[config.mk]
export PLATFORM = sky130hd
export DESIGN_NAME = serial_subtractor
export DESIGN_NICKNAME = d
export VERILOG_FILES = /design/src/rtl/serial_subtractor.sv
export SDC_FILE = /design/constraint.sdc
export NUM_CORES = 1
export LEC_CHECK = 0
export CAP_MARGIN = 40
export CORE_MARGIN = 5
export CORE_UTILIZATION = 55
export DETAILED_ROUTE_END_ITERATION = 8
export GPL_ROUTABILITY_DRIVEN = 0
export HOLD_SLACK_MARGIN = 0.03
export PLACE_DENSITY_LB_ADDON = 0.15
export REMOVE_ABC_BUFFERS = 1
export SETUP_SLACK_MARGIN = 0.4
export SLEW_MARGIN = 10
export SYNTH_ARGS = -nofsm -noshare
export SYNTH_HDL_FRONTEND = slang
export SYNTH_SLANG_ARGS = --single-unit
export TNS_END_PERCENT = 1
[constraint.sdc]
create_clock -name Clock -period 4.6 [get_ports Clock]
set_input_delay 0.69 -clock Clock [delete_from_list [all_inputs] [get_ports Clock]]
set_output_delay 0.69 -clock Clock [all_outputs]
set_load 0.02 [all_outputs]
[src/rtl/serial_subtractor.sv]
// serial_subtractor: bit-serial A - B - Bin, one bit per clock, LSB first.
// Rev 1.0 - initial release.
`default_nettype none

module serial_subtractor #(
   parameter int WIDTH = 8
) (
   input  logic             Clock,
   input  logic             ResetN,
   input  logic             Start,
   input  logic [WIDTH-1:0] A,
   input  logic [WIDTH-1:0] B,
   input  logic             Bin,
   output logic             Busy,
   output logic             Done,
   output logic [WIDTH-1:0] D,
   output logic             Bout,
   output logic             Equal
);

   localparam int CW = (WIDTH > 1) ? $clog2(WIDTH) : 1;

   typedef enum logic [1:0] {
      IDLE  = 2'd0,
      SHIFT = 2'd1,
      DONE  = 2'd2
   } state_t;

   state_t           state;
   state_t           state_next;
   logic [WIDTH-1:0] a_sh;
   logic [WIDTH-1:0] b_sh;
   logic [WIDTH-1:0] res_sh;
   logic             borrow;
   logic [CW-1:0]    cnt;

   logic             diff_bit;
   logic             borrow_next;
   logic             last_bit;
   logic [WIDTH-1:0] res_final;

   assign diff_bit    = a_sh[0] ^ b_sh[0] ^ borrow;
   assign borrow_next = (~a_sh[0] & b_sh[0]) | (~a_sh[0] & borrow) | (b_sh[0] & borrow);
   assign last_bit    = (cnt == CW'(WIDTH - 1));
   assign res_final   = {diff_bit, res_sh[WIDTH-1:1]};

   assign Busy = (state != IDLE);
   assign Done = (state == DONE);

   always_ff @(posedge Clock or negedge ResetN) begin
      if (!ResetN) begin
         state <= IDLE;
      end else begin
         state <= state_next;
      end
   end

   always_comb begin
      state_next = state;
      case (state)
         IDLE:    if (Start) state_next = SHIFT;
         SHIFT:   if (last_bit) state_next = DONE;
         DONE:    state_next = IDLE;
         default: state_next = IDLE;
      endcase
   end

   // Published outputs load only on the last shift so partial results never show on D.
   always_ff @(posedge Clock or negedge ResetN) begin
      if (!ResetN) begin
         a_sh   <= '0;
         b_sh   <= '0;
         res_sh <= '0;
         borrow <= 1'b0;
         cnt    <= '0;
         D      <= '0;
         Bout   <= 1'b0;
         Equal  <= 1'b0;
      end else begin
         case (state)
            IDLE: begin
               if (Start) begin
                  a_sh   <= A;
                  b_sh   <= B;
                  borrow <= Bin;
                  res_sh <= '0;
                  cnt    <= '0;
               end
            end
            SHIFT: begin
               a_sh   <= a_sh >> 1;
               b_sh   <= b_sh >> 1;
               res_sh <= res_final;
               borrow <= borrow_next;
               cnt    <= cnt + CW'(1);
               if (last_bit) begin
                  D     <= res_final;
                  Bout  <= borrow_next;
                  Equal <= (res_final == '0) && !borrow_next;
               end
            end
            default: begin
            end
         endcase
      end
   end

endmodule

`default_nettype wire

Yosys cells after proc, flatten, opt, wreduce, memory -nomap -nowiden:

Cells that the tools add are included.

* register bits: 40
* latch bits: 0
* bits in writable memories: 0
* ROM bits: 0
* input port bits: 20
* output and inout bits: 12
* memories: 0

* $add $sub $neg: 1
* multipliers: 0
* divide/modulo/power cells: 0
* magnitude comparators: 0
* eq/ne operators: 5
* shift-type cells: 0
* mux-type cells: 13
* bitwise gates (word level): 8
* reductions and logical operators: 9

Operators by type and width (count)
* case mux 8 bit (2 select lines): 3
* 2-to-1 mux 8 bit: 3
* logical NOT 8 bit: 1
* case mux 3 bit (2 select lines): 1
* AND reduction 2 bit: 3
* 2-to-1 mux 2 bit: 2
* != test 2 bit (second input constant): 2
* case mux 2 bit (2 select lines): 1
* nonzero test 2 bit: 2
* adder 3 x 1 -> 3 bit (second input constant): 1
* AND 1 bit: 3
* equality test 3 bit (second input constant): 1
* 2-to-1 mux 3 bit: 1
* equality test 2 x 1 -> 1 bit (second input constant): 1
* equality test 2 bit (second input constant): 1
* logical NOT 2 bit: 1
* bitwise OR 1 bit: 2
* case mux 1 bit (2 select lines): 1
* XOR 1 bit: 2
* logical AND 1 bit: 1
* logical NOT 1 bit: 1
* 2-to-1 mux 1 bit: 1
* NOT 1 bit: 1

Longest topological paths before layout:

Gate-level depths: netlist (run 1).

* depth in word-level cells: 6
* gate-level depth with buffers: 6

Worst setup path before layout (run 1):

OpenSTA, ideal clock, no wires.

* path type: register to output
* start point: reg state[1]
* end point: out Done
* data arrival time: 1.072 ns
* required time: 3.910 ns
* slack: 2.838 ns
* stages on the path, launching flop included: 3
* buffers on the path: 1
* cells stage by stage: dfrtp_1 -> clkbuf_1 -> nor2b_1

* longest elaborated chain between the ends: 1

RTL lines
* start, declared: RTL line 29 `state_t state;`
* start signal, assigned: RTL line 54 `state <= state_next;`
* equality test 2 bit: RTL line 48 `assign Done = (state == DONE);`
* end, declared: RTL line 15 `output logic Done,`

No other way between the ends.

Worst setup path in the final report (run 1):

Ends and elaborated chain as after synthesis.

==> results.cfg, run 1 <==
[outcome]
status = complete, no violations

[placed_design]
place_area_um2 = 2107
portBuffers = 31
hpwl_um = 2447

[global_route]
grt_usage_pct = 18.42
grt_max_degree = 40
gr-usage-met2_pct = 30.06
use_met1_pct = 24.60
gr-total-overflow = 0
grt.busiest_layer = met2
antenna_found_initial = 0
use_met3_pct = 4.659
grt_pass1_vias = 1330
grt_pass1_wl_um = 6258

[sta]
period_needed_ns = 2.745
worst_pin_slew_ns = 0.7945
max-slew-margin-rel_pct = 47.03
tns_ns = 0
timing.fmax_mhz = 364.2
setup_viol = 0
clock_skew_ns = 0.009365
rsz0062_at_grt = false
slew_viol_final = 0
finalHoldViolCount = 0
finalCritPeriodShare_pct = 59.68

[pwr]
leakagePower_nw = 0.9859
p_per_area_nw_per_um2 = 643.8
ir_drop_uv = 358.6

[floorplan]
ios = 32
coreArea_um2 = 3103
die_x_um = 67.42
num_rows = 20
dieArea_um2 = 4545
die_h_um = 67.42
start_util_pct = 58.43

[drt]
drt_wl_total_um = 3600
vias = 1315
drt-initial-drc-count = 71
ant_nets = 0
wl_per_cell_um = 15.45
route.detailed.drc = 0
via_per_inst = 5.644
first_pass_iters = 4

[clock_tree]
clk-insertion-delay-late_ns = 0.34
clkTransAtPathRegs_ns = 0.12
tritoncts = yes
clock_path_buffers = 2
cts_resized = 0
post-cts-setup-buffer-count = 0
cts_sinks = 39
clockRootBuffer = clkbuf_4
htreeDepth = 2
cts_hold_buf = 0
cts_inserted_buffers = 5

[synthesis]
synth_cells = 160
syn_avg_cell_area_um2 = 11.33
synth_area_um2 = 1813
ys_types = 29
yosys_register_bits = 39
ys_warn_count = 0
yosysSeqAreaShare_pct = 53.83

[critical_path]
ff2ff_path_depth = 3
path_cells = nor2b_1 > clkdlybuf4s50_1
required_ns = 3.91
cp-start-kind = register
slowest_stage = dfrtp_1
crit_fanout = 25
cp-end-kind = output port
max_stage_delay_ns = 0.87
worst-setup-path-type = reg -> out
crit_arrival_ns = 2.06

[final_layout]
antennaDiodeCount = 0
syn_to_final_growth_pct = 22.91
nets = 211
design_area_um2 = 2228
drive_gt1_share_pct = 11.11
fin_util_pct = 71.81
num-fill-cells = 256

[hold_path]
hp-class = in -> async

[run]
max_cap_viol_count = 0
synth_stat cells:
master     number  area share, %
nand3b_4        1            1.1
fa_1            1            1.1
nand2_1         7            1.4
nor2_1          1           0.21
clkbuf_1        3           0.62
a22oi_1        14            5.8
buf_2           5            1.4
mux2i_1         1           0.55
nand2b_1        1           0.35
a21oi_1        16            4.4
nor2b_1        17            5.9
buf_4           2           0.83
nor3_1          1           0.28
o21ai_0        17            4.7
mux2_4          5            4.1
o21ai_1         4            1.1
mux2_2          3            1.9
dfrtp_1        39             54
inv_1           3           0.62
nand4b_1        1           0.48
o21bai_1        1           0.41
nor4_1          1           0.35
nor2b_4         1           0.76
ha_1            2            1.4
or2_2           1           0.35
and3b_1         1           0.48
a2bb2oi_1       1           0.48
a22o_1          8            3.9
buf_6           2            1.2
layer usage:
| metal | share of wire [%] | routed length, um | vias up |
|---|---|---|---|
| met2 | 51 | 1848 | 33 |
| met5 | 0 | 0 | - |
| met1 | 43 | 1548 | 647 |
| met3 | 4.8 | 174 | 5 |
| met4 | 0.78 | 28 | 0 |
| li1 | - | - | 630 |
where the power goes:
part           leakage, nW  internal, W  switching, W
Sequential           0.504     0.000488      0.000137
Clock               0.0525     0.000170      0.000111
Combinational        0.429     0.000286      0.000242
cell usage in the layout (no fill, tap or decap):
| cell type | synthesis | layout |
|---|---|---|
| bufinv_16 | 0 | 2 |
| a22o_1 | 8 | 8 |
| o21bai_1 | 1 | 1 |
| buf_4 | 2 | 1 |
| inv_1 | 3 | 3 |
| nor3_1 | 1 | 1 |
| nand2b_1 | 1 | 1 |
| clkbuf_1 | 3 | 1 |
| or2_2 | 1 | 1 |
| nor2b_1 | 17 | 17 |
| nor2_1 | 1 | 1 |
| nand2_1 | 7 | 7 |
| nand4b_1 | 1 | 1 |
| a21oi_1 | 16 | 16 |
| mux2_4 | 5 | 5 |
| ha_1 | 2 | 2 |
| dfrtp_1 | 39 | 39 |
| mux2_2 | 3 | 3 |
| fa_1 | 1 | 1 |
| a22oi_1 | 14 | 14 |
| o21ai_1 | 4 | 4 |
| buf_12 | 0 | 1 |
| nor2b_4 | 1 | 1 |
| clkdlybuf4s50_1 | 0 | 30 |
| mux2i_1 | 1 | 1 |
| o21ai_0 | 17 | 17 |
| nor4_1 | 1 | 1 |
| and3b_1 | 1 | 1 |
| nand3b_4 | 1 | 1 |
| a2bb2oi_1 | 1 | 1 |
| clkbuf_4 | 0 | 5 |
| buf_2 | 5 | 1 |
sequential cells by signal, summed over array words and instances, names as in the netlist:
name / cells
Bout: 1
state: 2
res_sh: 7
Equal: 1
borrow: 1
a_sh: 8
D: 8
b_sh: 8
cnt: 3
cell type report:
type                            instances  area, um2  area share [%]
Tap cell                               44      55.05           2.471
Inverter                                3      11.26          0.5053
Multi-Input combinational cell        106      752.0           33.75
Sequential cell                        39      975.9           43.80
Clock inverter                          2      60.06           2.695
Clock buffer                            6      41.29           1.853
Timing Repair Buffer                   33      332.8           14.94
worst max-delay path, delay by kind of cell (launching register included):
family / cells / cell delay (ns)
and+or+nand+nor: 1 / 0.22
DFF: 1 / 0.87
buffers and inverters: 1 / 0.62
through the flow:
| step | hold WS (ns) | std cells | setup WS (ns) | total power (W) |
|---|---|---|---|---|
| after floorplan | 0.3944 | 148 | 2.828 | 0.0009516 |
| after global placement | 0.4631 | 223 | 1.712 | 0.001130 |
| after detailed placement | 0.4823 | 224 | 1.848 | 0.001165 |
| after CTS | 0.4587 | 232 | 1.841 | 0.001447 |
| after global routing | 0.2813 | 233 | 1.697 | 0.001544 |
| final | 0.2864 | 233 | 1.855 | 0.001435 |
worst paths after layout:
| kind | startpoint | end | slack, ns |
|---|---|---|---|
| max in group asynchronous | ResetN | borrow$_DFFE_PN0P_ | 4.11 |
| setup / recovery | state[1]$_DFFE_PN0P_ | Done | 1.85 |
| hold reg to reg | Equal$_DFFE_PN0P_ | Equal$_DFFE_PN0P_ | 0.50 |
| setup reg to reg | state[0]$_DFFE_PN0P_ | a_sh[6]$_DFFE_PN0P_ | 2.75 |
| min in group Clock | Equal$_DFFE_PN0P_ | Equal$_DFFE_PN0P_ | 0.50 |
| hold / removal | ResetN | cnt[2]$_DFFE_PN0P_ | 0.29 |
cells by family after synthesis:
family / synth area share [%]
multiplexers: 6.556
buffers and inverters: 4.692
adder cells (fa/ha/maj): 2.484
flip-flops: 53.83
AO/OA/AOI/OAI: 20.77
AND/OR/NAND/NOR: 11.66
No activity file was read; power rests on OpenSTA's default activity.
==> run 2: changes to the inputs <==
--- a/config.mk
+++ b/config.mk
@@ -7,7 +7,7 @@
 export LEC_CHECK = 0
 export CAP_MARGIN = 40
 export CORE_MARGIN = 5
-export CORE_UTILIZATION = 55
+export CORE_UTILIZATION = 52
 export DETAILED_ROUTE_END_ITERATION = 8
 export GPL_ROUTABILITY_DRIVEN = 0
 export HOLD_SLACK_MARGIN = 0.03
==> constraint.sdc (replaced) <==
create_clock -name Clock -period 2.8 [get_ports Clock]
set_input_delay 0.42 -clock Clock [delete_from_list [all_inputs] [get_ports Clock]]
set_output_delay 0.42 -clock Clock [all_outputs]
set_load 0.02 [all_outputs]
==> run 2 against run 1 <==
Compared with the run above:
- utilization down 5.9 points
- critical path depth unchanged
- total power up 61%
- sequential share of layout area up 0.20 points
- via count up 0.91%
- clock-buffer cell count unchanged
- hold slack worse by 0.13 ns
- non-clock buffer count up 2
- largest power group unchanged
- first-iteration DRC count up 37%
- register-to-register slack worse by 1.5 ns
- largest cell class unchanged
- critical path type unchanged
- wire length up 0.28%
==> results.cfg, run 2 (synthesis gave the netlist of run 1 again) <==
[critical_path]
cp-start-kind = register
critPathCapture = Busy
crit_path_start = state[0]$_DFFE_PN0P_
worstReg2RegStart = state[0]$_DFFE_PN0P_
cp-end-kind = output port
worst-setup-path-type = reg -> out
required_ns = 2.38
crit_arrival_ns = 1.59
crit_fanout = 3
ff2ff_path_depth = 3
rr_endpoint = cnt[1]$_DFFE_PN0P_
rrSetupSlack_ns = 1.23

[global_route]
grt.busiest_layer = met2
grt_usage_pct = 16.94
use_met3_pct = 7.122
use_met1_pct = 19.83
grt_pass1_wl_um = 6651
gr-total-overflow = 0
grt_max_degree = 40
gr-usage-met2_pct = 27.86
antenna_found_initial = 0
grt_pass1_vias = 1455

[pwr]
switching_share_pct = 35.28
power.share.clock_pct = 17.3
p_per_area_nw_per_um2 = 1038
ir_drop_uv = 577.0
power_frac_seq_pct = 42.6
p_int_w = 0.001491
leakagePower_nw = 0.9869
power_frac_comb_pct = 40.1
p_switching_w = 0.0008125
p_total_w = 0.002303

[final_layout]
nets = 213
final_common_cell = dfrtp_1
drive_gt1_share_pct = 12.57
syn_to_final_growth_pct = 22.36
antennaDiodeCount = 0
mostFrequentLayoutCells = dfrtp_1, clkdlybuf4s50_1, nor2b_1, o21ai_0, a21oi_1
top_regs = D (8), a_sh (8), b_sh (8)

[clock_tree]
cts_hold_buf = 0
cts_sinks = 39
cts_resized = 0
clock_path_buffers = 2
clockRootBuffer = clkbuf_4
clk-insertion-delay-late_ns = 0.35
post-cts-setup-buffer-count = 0
clkTransAtPathRegs_ns = 0.13
cts_inserted_buffers = 5
tritoncts = yes
htreeDepth = 2

[sta]
timing.fmax_mhz = 496.8
max-slew-margin-rel_pct = 44.48
finalCritPeriodShare_pct = 71.89
worst_pin_slew_ns = 0.8327
slew_viol_final = 0
tns_ns = 0
period_needed_ns = 2.013
rsz0062_at_grt = false
finalHoldViolCount = 0
clock_skew_ns = 0.01710
setup_viol = 0

[floorplan]
start_util_pct = 53.91
dieArea_um2 = 4767
coreArea_um2 = 3363
die_h_um = 69.05
num_rows = 21
ios = 32
die_x_um = 69.05

[placed_design]
portBuffers = 31
hpwl_um = 2488

[drt]
route.detailed.drc = 0
first_pass_iters = 5
drt-initial-drc-count = 97
wl_per_cell_um = 15.23
ant_nets = 0
via_per_inst = 5.599
vias = 1327
drt_wl_total_um = 3610

[hold_path]
hp-class = in -> async

[run]
max_cap_viol_count = 0

[outcome]
status = complete, no violations
[run 2: through the flow]
| step | utilization [%] | std cells | setup slack, ns | hold slack, ns | area, um2 |
|---|---|---|---|---|---|
| after floorplan | - | 148 | 1.228 | 0.1244 | 1739 |
| after global placement | 63.39 | 229 | 0.8898 | 0.4608 | 2132 |
| after detailed placement | 63.39 | 229 | 0.7997 | 0.4754 | 2132 |
| after CTS | 65.96 | 237 | 0.7570 | 0.1871 | 2218 |
| after global routing | 65.96 | 237 | 0.7278 | 0.2056 | 2218 |
| final | 65.96 | 237 | 0.7871 | 0.1562 | 2218 |
[run 2: layout make-up]
cell class / instances / area (um2)
fillers: 300 / 1145
flip-flops and latches: 39 / 975.9
multi-input cells: 106 / 752.0
repair buffers: 35 / 335.3
well taps: 46 / 57.56
clock buffers: 6 / 51.30
clock inverters: 2 / 35.03
inverters: 3 / 11.26
[run 2: worst max-delay path: stages (launching register included)]
cell and delay [ns]:
dfrtp_1 0.41, or2_2 0.30, clkdlybuf4s50_1 0.55
[run 2: per-layer routing]
metal  part of all wire, %  vias up
met5                     0        -
met4                   1.3        0
met3                   5.7        9
met2                    48       32
met1                    45      652
li1                      -      634
[run 2: worst min path at each step]
stage | from | end | slack, ns
6_report | ResetN | b_sh[0]$_DFFE_PN0P_ | 0.16
5_1_grt | ResetN | a_sh[0]$_DFFE_PN0P_ | 0.21
4_1_cts | ResetN | a_sh[0]$_DFFE_PN0P_ | 0.19
3_5_place_dp | b_sh[3]$_DFFE_PN0P_ | b_sh[3]$_DFFE_PN0P_ | 0.48
3_3_place_gp | D[7]$_DFFE_PN0P_ | D[7]$_DFFE_PN0P_ | 0.46
2_1_floorplan | ResetN | Bout$_DFFE_PN0P_ | 0.12
[run 2: power by group through the flow]
stage	logic, W	clock network, W	registers (W)
after floorplan	0.000512	0	0.00105
after global placement	0.000900	0	0.000973
after detailed placement	0.000937	0	0.000991
after CTS	0.000938	0.000410	0.000979
after global routing	0.00104	0.000444	0.00101
final	0.000923	0.000399	0.000981
